===== config.mk =====
export PLATFORM = sky130hd
export DESIGN_NAME = pong_state_keeper
export DESIGN_NICKNAME = d
export VERILOG_FILES = /design/src/rtl/pong_state_keeper.sv
export SDC_FILE = /design/constraint.sdc
export NUM_CORES = 1
export LEC_CHECK = 0
export ABC_AREA = 1
export CORE_AREA = 5 5 88 90
export CTS_CLUSTER_DIAMETER = 200
export DETAILED_ROUTE_END_ITERATION = 10
export DIE_AREA = 0 0 93 95
export PLACE_DENSITY = 0.83
export SYNTH_ARGS = -nofsm -noshare
export SYNTH_HDL_FRONTEND = slang
export SYNTH_SLANG_ARGS = --single-unit

===== constraint.sdc =====
create_clock -name clk -period 3.45 [get_ports clk]
set_clock_uncertainty 0.05 [all_clocks]
set_input_delay 0.69 -clock clk [delete_from_list [all_inputs] [get_ports clk]]
set_output_delay 0.69 -clock clk [all_outputs]
set_load 0.01 [all_outputs]

===== src/rtl/pong_state_keeper.sv =====
// Registered owner of the pong game state: frame divider, serve delay,
// scoring/game-over sequencing and bounce counting around the step logic.
module pong_state_keeper #(
  parameter int                 TICK_DIV     = 4,
  parameter int                 SERVE_FRAMES = 8,
  parameter int                 WIN_SCORE    = 9,
  parameter logic signed [3:0]  INIT_VEL_X   = 4'sd1,
  parameter logic signed [3:0]  INIT_VEL_Y   = 4'sd1
) (
  input  logic              clk,
  input  logic              reset,
  input  logic              start,
  input  logic signed [1:0] ctrl_1,
  input  logic signed [1:0] ctrl_2,
  output logic signed [1:0] st_control_1,
  output logic signed [1:0] st_control_2,
  output logic signed [7:0] st_paddle_1_pos,
  output logic signed [7:0] st_paddle_2_pos,
  output logic signed [7:0] st_ball_pos_x,
  output logic signed [7:0] st_ball_pos_y,
  output logic signed [3:0] st_ball_vel_x,
  output logic signed [3:0] st_ball_vel_y,
  output logic        [3:0] st_score_p1,
  output logic        [3:0] st_score_p2,
  input  logic signed [7:0] step_paddle_1_pos,
  input  logic signed [7:0] step_paddle_2_pos,
  input  logic signed [7:0] step_ball_pos_x,
  input  logic signed [7:0] step_ball_pos_y,
  input  logic signed [3:0] step_ball_vel_x,
  input  logic signed [3:0] step_ball_vel_y,
  input  logic        [3:0] step_score_p1,
  input  logic        [3:0] step_score_p2,
  input  logic              step_bounce,
  output logic              frame_tick,
  output logic              playing,
  output logic              game_over,
  output logic              winner,
  output logic        [7:0] bounce_count
);

  localparam int TICK_MAX   = (TICK_DIV < 1) ? 0 : TICK_DIV - 1;
  localparam int TICK_W     = (TICK_MAX < 1) ? 1 : $clog2(TICK_MAX + 1);
  localparam int SERVE_LOAD = (SERVE_FRAMES < 1) ? 1 : SERVE_FRAMES;
  localparam int SERVE_W    = $clog2(SERVE_LOAD + 1);

  localparam logic [TICK_W-1:0]  TICK_LAST  = TICK_W'(TICK_MAX);
  localparam logic [SERVE_W-1:0] SERVE_INIT = SERVE_W'(SERVE_LOAD);
  localparam logic [SERVE_W-1:0] SERVE_ONE  = SERVE_W'(1);
  localparam logic [3:0]         WIN        = 4'(WIN_SCORE);
  localparam logic signed [3:0]  NEG_VEL_X  = -INIT_VEL_X;

  typedef enum logic [1:0] {
    IDLE  = 2'd0,
    SERVE = 2'd1,
    PLAY  = 2'd2,
    OVER  = 2'd3
  } state_t;

  state_t               state_reg;
  logic [TICK_W-1:0]    tick_cnt_reg;
  logic [SERVE_W-1:0]   serve_cnt_reg;

  logic gutter_p1;
  logic gutter_p2;
  logic gutter;
  logic win_p1;
  logic win_p2;

  assign frame_tick = (tick_cnt_reg == TICK_LAST);
  assign playing    = (state_reg == PLAY);
  assign game_over  = (state_reg == OVER);

  assign gutter_p1 = (step_score_p1 != st_score_p1);
  assign gutter_p2 = (step_score_p2 != st_score_p2);
  assign gutter    = gutter_p1 | gutter_p2;
  // p1 has priority when both reach the winning score on one frame
  assign win_p1    = gutter && (step_score_p1 == WIN);
  assign win_p2    = gutter && (step_score_p2 == WIN);

  always_ff @(posedge clk) begin
    if (!reset) begin
      state_reg       <= IDLE;
      tick_cnt_reg    <= '0;
      serve_cnt_reg   <= '0;
      st_control_1    <= '0;
      st_control_2    <= '0;
      st_paddle_1_pos <= '0;
      st_paddle_2_pos <= '0;
      st_ball_pos_x   <= '0;
      st_ball_pos_y   <= '0;
      st_ball_vel_x   <= INIT_VEL_X;
      st_ball_vel_y   <= INIT_VEL_Y;
      st_score_p1     <= '0;
      st_score_p2     <= '0;
      winner          <= 1'b0;
      bounce_count    <= '0;
    end else begin
      tick_cnt_reg <= frame_tick ? '0 : tick_cnt_reg + 1'b1;

      case (state_reg)
        IDLE, OVER: begin
          st_control_1 <= '0;
          st_control_2 <= '0;
          if (start) begin
            state_reg     <= SERVE;
            serve_cnt_reg <= SERVE_INIT;
            st_score_p1   <= '0;
            st_score_p2   <= '0;
            bounce_count  <= '0;
          end
        end

        SERVE: begin
          st_control_1  <= ctrl_1;
          st_control_2  <= ctrl_2;
          st_ball_pos_x <= '0;
          st_ball_pos_y <= '0;
          if (frame_tick) begin
            st_paddle_1_pos <= step_paddle_1_pos;
            st_paddle_2_pos <= step_paddle_2_pos;
            serve_cnt_reg   <= serve_cnt_reg - 1'b1;
            if (serve_cnt_reg == SERVE_ONE)
              state_reg <= PLAY;
          end
        end

        PLAY: begin
          st_control_1 <= ctrl_1;
          st_control_2 <= ctrl_2;
          if (frame_tick) begin
            st_paddle_1_pos <= step_paddle_1_pos;
            st_paddle_2_pos <= step_paddle_2_pos;
            st_ball_pos_x   <= step_ball_pos_x;
            st_ball_pos_y   <= step_ball_pos_y;
            st_ball_vel_x   <= step_ball_vel_x;
            st_ball_vel_y   <= step_ball_vel_y;
            st_score_p1     <= step_score_p1;
            st_score_p2     <= step_score_p2;
            if (win_p1 || win_p2) begin
              state_reg     <= OVER;
              winner        <= !win_p1;
              st_ball_pos_x <= '0;
              st_ball_pos_y <= '0;
            end else if (gutter) begin
              // serve heads toward whoever conceded the point
              state_reg     <= SERVE;
              serve_cnt_reg <= SERVE_INIT;
              st_ball_pos_x <= '0;
              st_ball_pos_y <= '0;
              st_ball_vel_x <= gutter_p1 ? INIT_VEL_X : NEG_VEL_X;
              st_ball_vel_y <= INIT_VEL_Y;
            end else if (step_bounce && (bounce_count != 8'hFF)) begin
              bounce_count <= bounce_count + 8'd1;
            end
          end
        end

        default: state_reg <= IDLE;
      endcase
    end
  end

endmodule


==> key figures, run 1 <==
Detailed routing
  – Final wirelength: 8380 um
  – DRC: 0
  – 1st-iter DRT viols: 171
  – WL per Instance: 13.5 um
  – Post-route ant nets: 0
  – Via count: between 3000 and 4000
  – Initial DRT Pass Iterations: 5
  – Drt via density: 5.06

Critical path
  – Reg2reg path depth: 8
  – Worst Path Arrival: about 2000 ps
  – Crit path capture type: primary output
  – Crit path kind: register to primary output
  – Reg2reg end: bounce_count[3]
  – WP data required: around 2700 ps
  – Register-to-register setup slack: 1030 ps
  – Worst R2R Start: state_reg[0]
  – CP Launch Type: register
  – Max FO, Critical Path: 11

Final layout
  – Final std cell area, no fill: 4650 um2
  – Most frequent cells in the layout: clkdlybuf4s50_1, nand2_1, dfxtp_1, nor2_1, o21ai_0
  – Commonest non-fill, non-tap cell in the layout: clkdlybuf4s50_1
  – ANT cells: 0
  – Final nets: 598
  – Share of layout cells above drive strength 1: 10.6%
  – Layout area overhead: 48.3%

Global routing
  – Largest net degree at the start of global routing: 41
  – Aggregate global-route resource usage: 18.6%
  – Total gr overflow: 0
  – Vias in the first global route: 3076
  – Initial antenna violation count: 0
  – First-pass GRT wire length: 13400 um

Die
  – Core region area: 6980 um2
  – Die width: between 90 and 100 um
  – Num rows: 31
  – Die height: 95 um
  – Die area: around 8800 um2
  – Initial Utilization: 44.9%
  – # IOs: 120

STA
  – Tcrit/Tclk final: 79.6%
  – Final hold viol count: 0
  – Period minus WS final: about 2700 ps
  – Setup_tns: 0 ps
  – Actual slew at the worst max-slew pin: 821 ps
  – Max Fclk: roughly 360 MHz
  – # setup viols final: 0
  – Max_slew headroom: 45.3%
  – Final Slew Violations: 0
  – Final setup margin: 703 ps
  – Setup repair after global routing missed its margin: no

Synth
  – Ys flop type: dfxtp_1
  – Syn Inst Count: roughly 420
  – Register area share after synthesis: 44.0%
  – Asr flop ratio synth: 0%
  – Post-synthesis register bit count: 69
  – Syn Area/Cell: about 7.5 um2
  – Syn_nets: 480
  – Synth warnings: 0
  – Synth unique cells: 33
  – Synthesized area: about 3100 um2
  – Number of synthesized flops with an enable pin: 0

Clock network
  – CTS tree: done
  – # clock sinks: 69
  – Worst-path clk slew: 70 ps
  – Clock Tree Root: clkbuf_8
  – Post-CTS setup buffer count: 0
  – Max H-tree Level: 3
  – Hold_buf cts: 0
  – Total CTS buffers: 9
  – Post-CTS Resized: 0
  – Max Buffers Root-to-Sink: 2
  – Clk_lat worst skew: around 330 ps

Power
  – Power Density: between 600 and 700 nW/um2
  – Worst IR drop on VDD: between 0.0003 and 0.0004 V
  – Static Leak: 1.82 nW

Hold path
  – Worst hold path class: register to register
  – Hold endpoint: tick_cnt_reg[0]
  – HP Start: tick_cnt_reg[0]
  – Hold path cells: 1

Placed design
  – GP Congestion: between 0.8 and 0.9
  – Placed inst area: 4370 um2
  – Final HPWL DP: 6110 um
  – Port buffer count: roughly 120
  – Setup WS pre-CTS: about 870 ps

Run status
  – Run status: finished, final reports clean

Flow run
  – MaxCap Viol Count: 0
[worst max-delay path, stage by stage (launching register included)]
cell             delay, ps
dfxtp_1                340
inv_1                   90
ha_1                   580
clkdlybuf4s50_1        670
[cell families (layout without fill, tap and decap cells)]
group / after synthesis / in the layout / synth area share, %
buffers and inverters: 45 / 168 / 6.54
adders and majority gates: 8 / 8 / 3.19
AOI/OAI and AO/OA: 95 / 95 / 17.2
DFF: 69 / 69 / 44.0
xor gates and xnor gates: 8 / 8 / 2.23
and+or+nand+nor: 191 / 191 / 26.8
[how the worst max path moves through the flow]
stage / start / to / slack (ps) / cells after the start
after floorplan: step_score_p2[3] / st_ball_vel_x[0] / 1740 / 8
after global placement: start / bounce_count[3] / 990 / 7
after detailed placement: start / bounce_count[0] / 870 / 7
after CTS: state_reg[0] / playing / 700 / 3
after global routing: state_reg[0] / playing / 650 / 3
final: state_reg[0] / playing / 700 / 3
[layer usage]
metal	routed length, um	share of wire, %	vias to the layer above	global-route usage, %
li1	-	-	1586	-
met1	3590	43	1435	21.1
met2	4020	48	97	32.3
met3	589	7.0	23	5.82
met4	174	2.1	0	7.94
met5	0	0	-	0
[metrics by stage]
step	power (mW)	util, %	std cells	hold WS [ps]
floorplan	1.67	-	416	358
global placement	2.08	62.5	605	366
detailed placement	2.12	62.5	605	380
CTS	3.07	66.6	621	391
global route	3.21	66.6	621	418
finish	3.04	66.6	621	392
[synth_stat cells, drive strengths merged (5+ instances only)]
library cell	n	area share, %
a21oi	47	8.7
buf	5	1.6
clkbuf	10	1.2
dfxtp	69	44
ha	8	3.2
inv	29	3.6
nand2	96	13
nand3	14	3.0
nand4	6	1.2
nor2	67	8.6
o21ai	43	7.3
xnor2	8	2.2
[cell type report]
class                      count  area, um2
fill                         610       2330
tap                           82        103
clock buffer                  10        128
multi-input combinational    302       1550
inverter                      30        119
clock inverter                 6        159
timing repair buffer         122       1210
sequential                    69       1380
[where the power goes]
part / switching (mW) / total (mW) / leakage, nW / internal (mW)
Sequential: 0.101 / 1.05 / 0.562 / 0.948
Combinational: 0.574 / 1.07 / 1.12 / 0.493
Clock: 0.300 / 0.928 / 0.141 / 0.628
Power figures use the tool's default switching activity.
==> run 2: changes to the inputs <==
Settings changed: CORE_AREA 5 5 88 90 to 5 5 91 93, DIE_AREA 0 0 93 95 to 0 0 96 98, PLACE_DENSITY 0.83 to 0.78.
Clock period 3.45 ns to 2.6 ns, I/O delays scaled along.
==> key figures, run 2 (synthesis gave the netlist of run 1 again) <==
Run status
  – Run status: finished, final reports clean

Global routing
  – Total gr overflow: 0 (unchanged)
  – Largest net degree at the start of global routing: 50 (+22%)
  – First-pass GRT wire length: 13700 um (+2.4%)
  – Vias in the first global route: 3037 (-1.3%)
  – Aggregate global-route resource usage: 18.3% (-0.25 points)
  – Initial antenna violation count: 0 (unchanged)

Clock network
  – Clk_lat worst skew: 340 ps (about the same)
  – Max Buffers Root-to-Sink: 2 (unchanged)
  – Post-CTS setup buffer count: 0 (unchanged)
  – Total CTS buffers: 9 (unchanged)
  – CTS tree: done
  – Worst-path clk slew: 70 ps (about the same)
  – Post-CTS Resized: 0 (unchanged)
  – Clock Tree Root: clkbuf_8
  – Max H-tree Level: 3 (unchanged)
  – # clock sinks: 69 (unchanged)
  – Hold_buf cts: 0 (unchanged)

Detailed routing
  – Drt via density: 4.80 (-5.0%)
  – DRC: 0 (unchanged)
  – Post-route ant nets: 0 (unchanged)
  – WL per Instance: 13.0 um (-3.4%)
  – Initial DRT Pass Iterations: 4 (-1)
  – Final wirelength: 8390 um (+0.14%)
  – 1st-iter DRT viols: 138 (-19%)
  – Via count: 3094 (-1.5%)

Die
  – Num rows: 32 (+3.2%)
  – Core region area: 7450 um2 (+6.7%)
  – Die height: 98 um (+3.2%)
  – Die area: 9410 um2 (+6.5%)
  – Die width: 96 um (+3.2%)
  – Initial Utilization: 42.1% (-2.8 points)
  – # IOs: 120 (unchanged)

Critical path
  – Max FO, Critical Path: 8 (-3)
  – Crit path kind: register to primary output
  – WP data required: 2030 ps (-680 ps)
  – Crit path capture type: primary output
  – CP Launch Type: register
  – Worst Path Arrival: 1840 ps (-170 ps)

Power
  – Power Density: 816 nW/um2 (+25%)
  – Static Leak: 1.82 nW (-0.50%)
  – Worst IR drop on VDD: 0.000509 V (+54%)

Final layout
  – Final std cell area, no fill: 4640 um2 (-0.30%)
  – Layout area overhead: 47.9%
  – Commonest non-fill, non-tap cell in the layout: clkdlybuf4s50_1
  – ANT cells: 0 (unchanged)
  – Post-layout util: 62.3% (-4.4 points)
  – Most frequent cells in the layout: clkdlybuf4s50_1, nand2_1, dfxtp_1, nor2_1, o21ai_0
  – # fillers: 673 (+10%)
  – Final nets: 601 (+0.50%)
  – Share of layout cells above drive strength 1: 11.1% (+0.49 points)

Placed design
  – Port buffer count: 119 (unchanged)
  – Placed inst area: 4410 um2 (+1.1%)
  – Final HPWL DP: 6070 um (-0.62%)
  – GP Congestion: 0.844 (-3.6%)
  – Setup WS pre-CTS: 331 ps (-542 ps)

STA
  – Max Fclk: 415 MHz
  – Actual slew at the worst max-slew pin: 1130 ps (+305 ps)
  – # setup viols final: 0 (unchanged)
  – Max_slew headroom: 24.9% (-20 points)
  – Setup_tns: 0 ps (unchanged)
  – Setup repair after global routing missed its margin: no
  – Period minus WS final: 2410 ps
  – Final setup margin: 189 ps (-514 ps)
  – Final hold viol count: 0 (unchanged)
  – Final Slew Violations: 0 (unchanged)
  – Tcrit/Tclk final: 92.7%

Hold path
  – Worst hold path class: register to register

Flow run
  – MaxCap Viol Count: 0 (unchanged)
run 2: cell types whose count changed in the layout (fill, tap and decap cells not counted), sizes merged:
| cell | previous run | this run |
|---|---|---|
| buf | 3 | 6 |
| bufinv | 5 | 2 |
| clkbuf | 10 | 12 |
| clkinv | 2 | 3 |
run 2: report_power, final:
group | leakage [nW] | internal, mW | switching [mW]
clock | 0.116 | 0.590 | 0.394
sequential | 0.562 | 1.26 | 0.132
combinational | 1.14 | 0.675 | 0.737
run 2: area by class of cell:
| class | count | area, um2 | share of cell area (%) |
|---|---|---|---|
| multi-input combinational | 302 | 1550 | 33.4 |
| timing repair buffer | 125 | 1240 | 26.6 |
| inverter | 30 | 119 | 2.56 |
| tap | 102 | 128 | 2.75 |
| sequential | 69 | 1380 | 29.8 |
| clock buffer | 12 | 155 | 3.34 |
| clock inverter | 4 | 70.1 | 1.51 |
run 2: through the flow:
step	instances	total power [mW]	hold slack [ps]
floorplan	416	2.22	358
global placement	628	2.79	366
detailed placement	628	2.82	381
CTS	644	3.82	391
global route	644	4.05	413
finish	644	3.79	388
run 2: path summary, 6_finish.rpt:
check	start	endpoint	slack [ps]	cells after the start
setup / recovery	state_reg[0]	playing	190	3
hold / removal	tick_cnt_reg[0]	tick_cnt_reg[0]	390	1
setup reg to reg	state_reg[0]	st_ball_pos_x[3]	340	5
hold reg to reg	tick_cnt_reg[0]	tick_cnt_reg[0]	390	1
run 2: worst max-delay path, cell delays in order, from the launching register on:
cell,delay (ps)
dfxtp_1,340
inv_1,80
ha_1,430
clkdlybuf4s50_1,640
run 2: per-layer routing:
| metal | track usage, % | part of all wire, % | vias to the layer above |
|---|---|---|---|
| li1 | - | - | 1585 |
| met1 | 21.1 | 42 | 1380 |
| met2 | 29.3 | 47 | 108 |
| met3 | 7.47 | 8.8 | 21 |
| met4 | 8.42 | 2.9 | 0 |
| met5 | 0 | 0 | - |
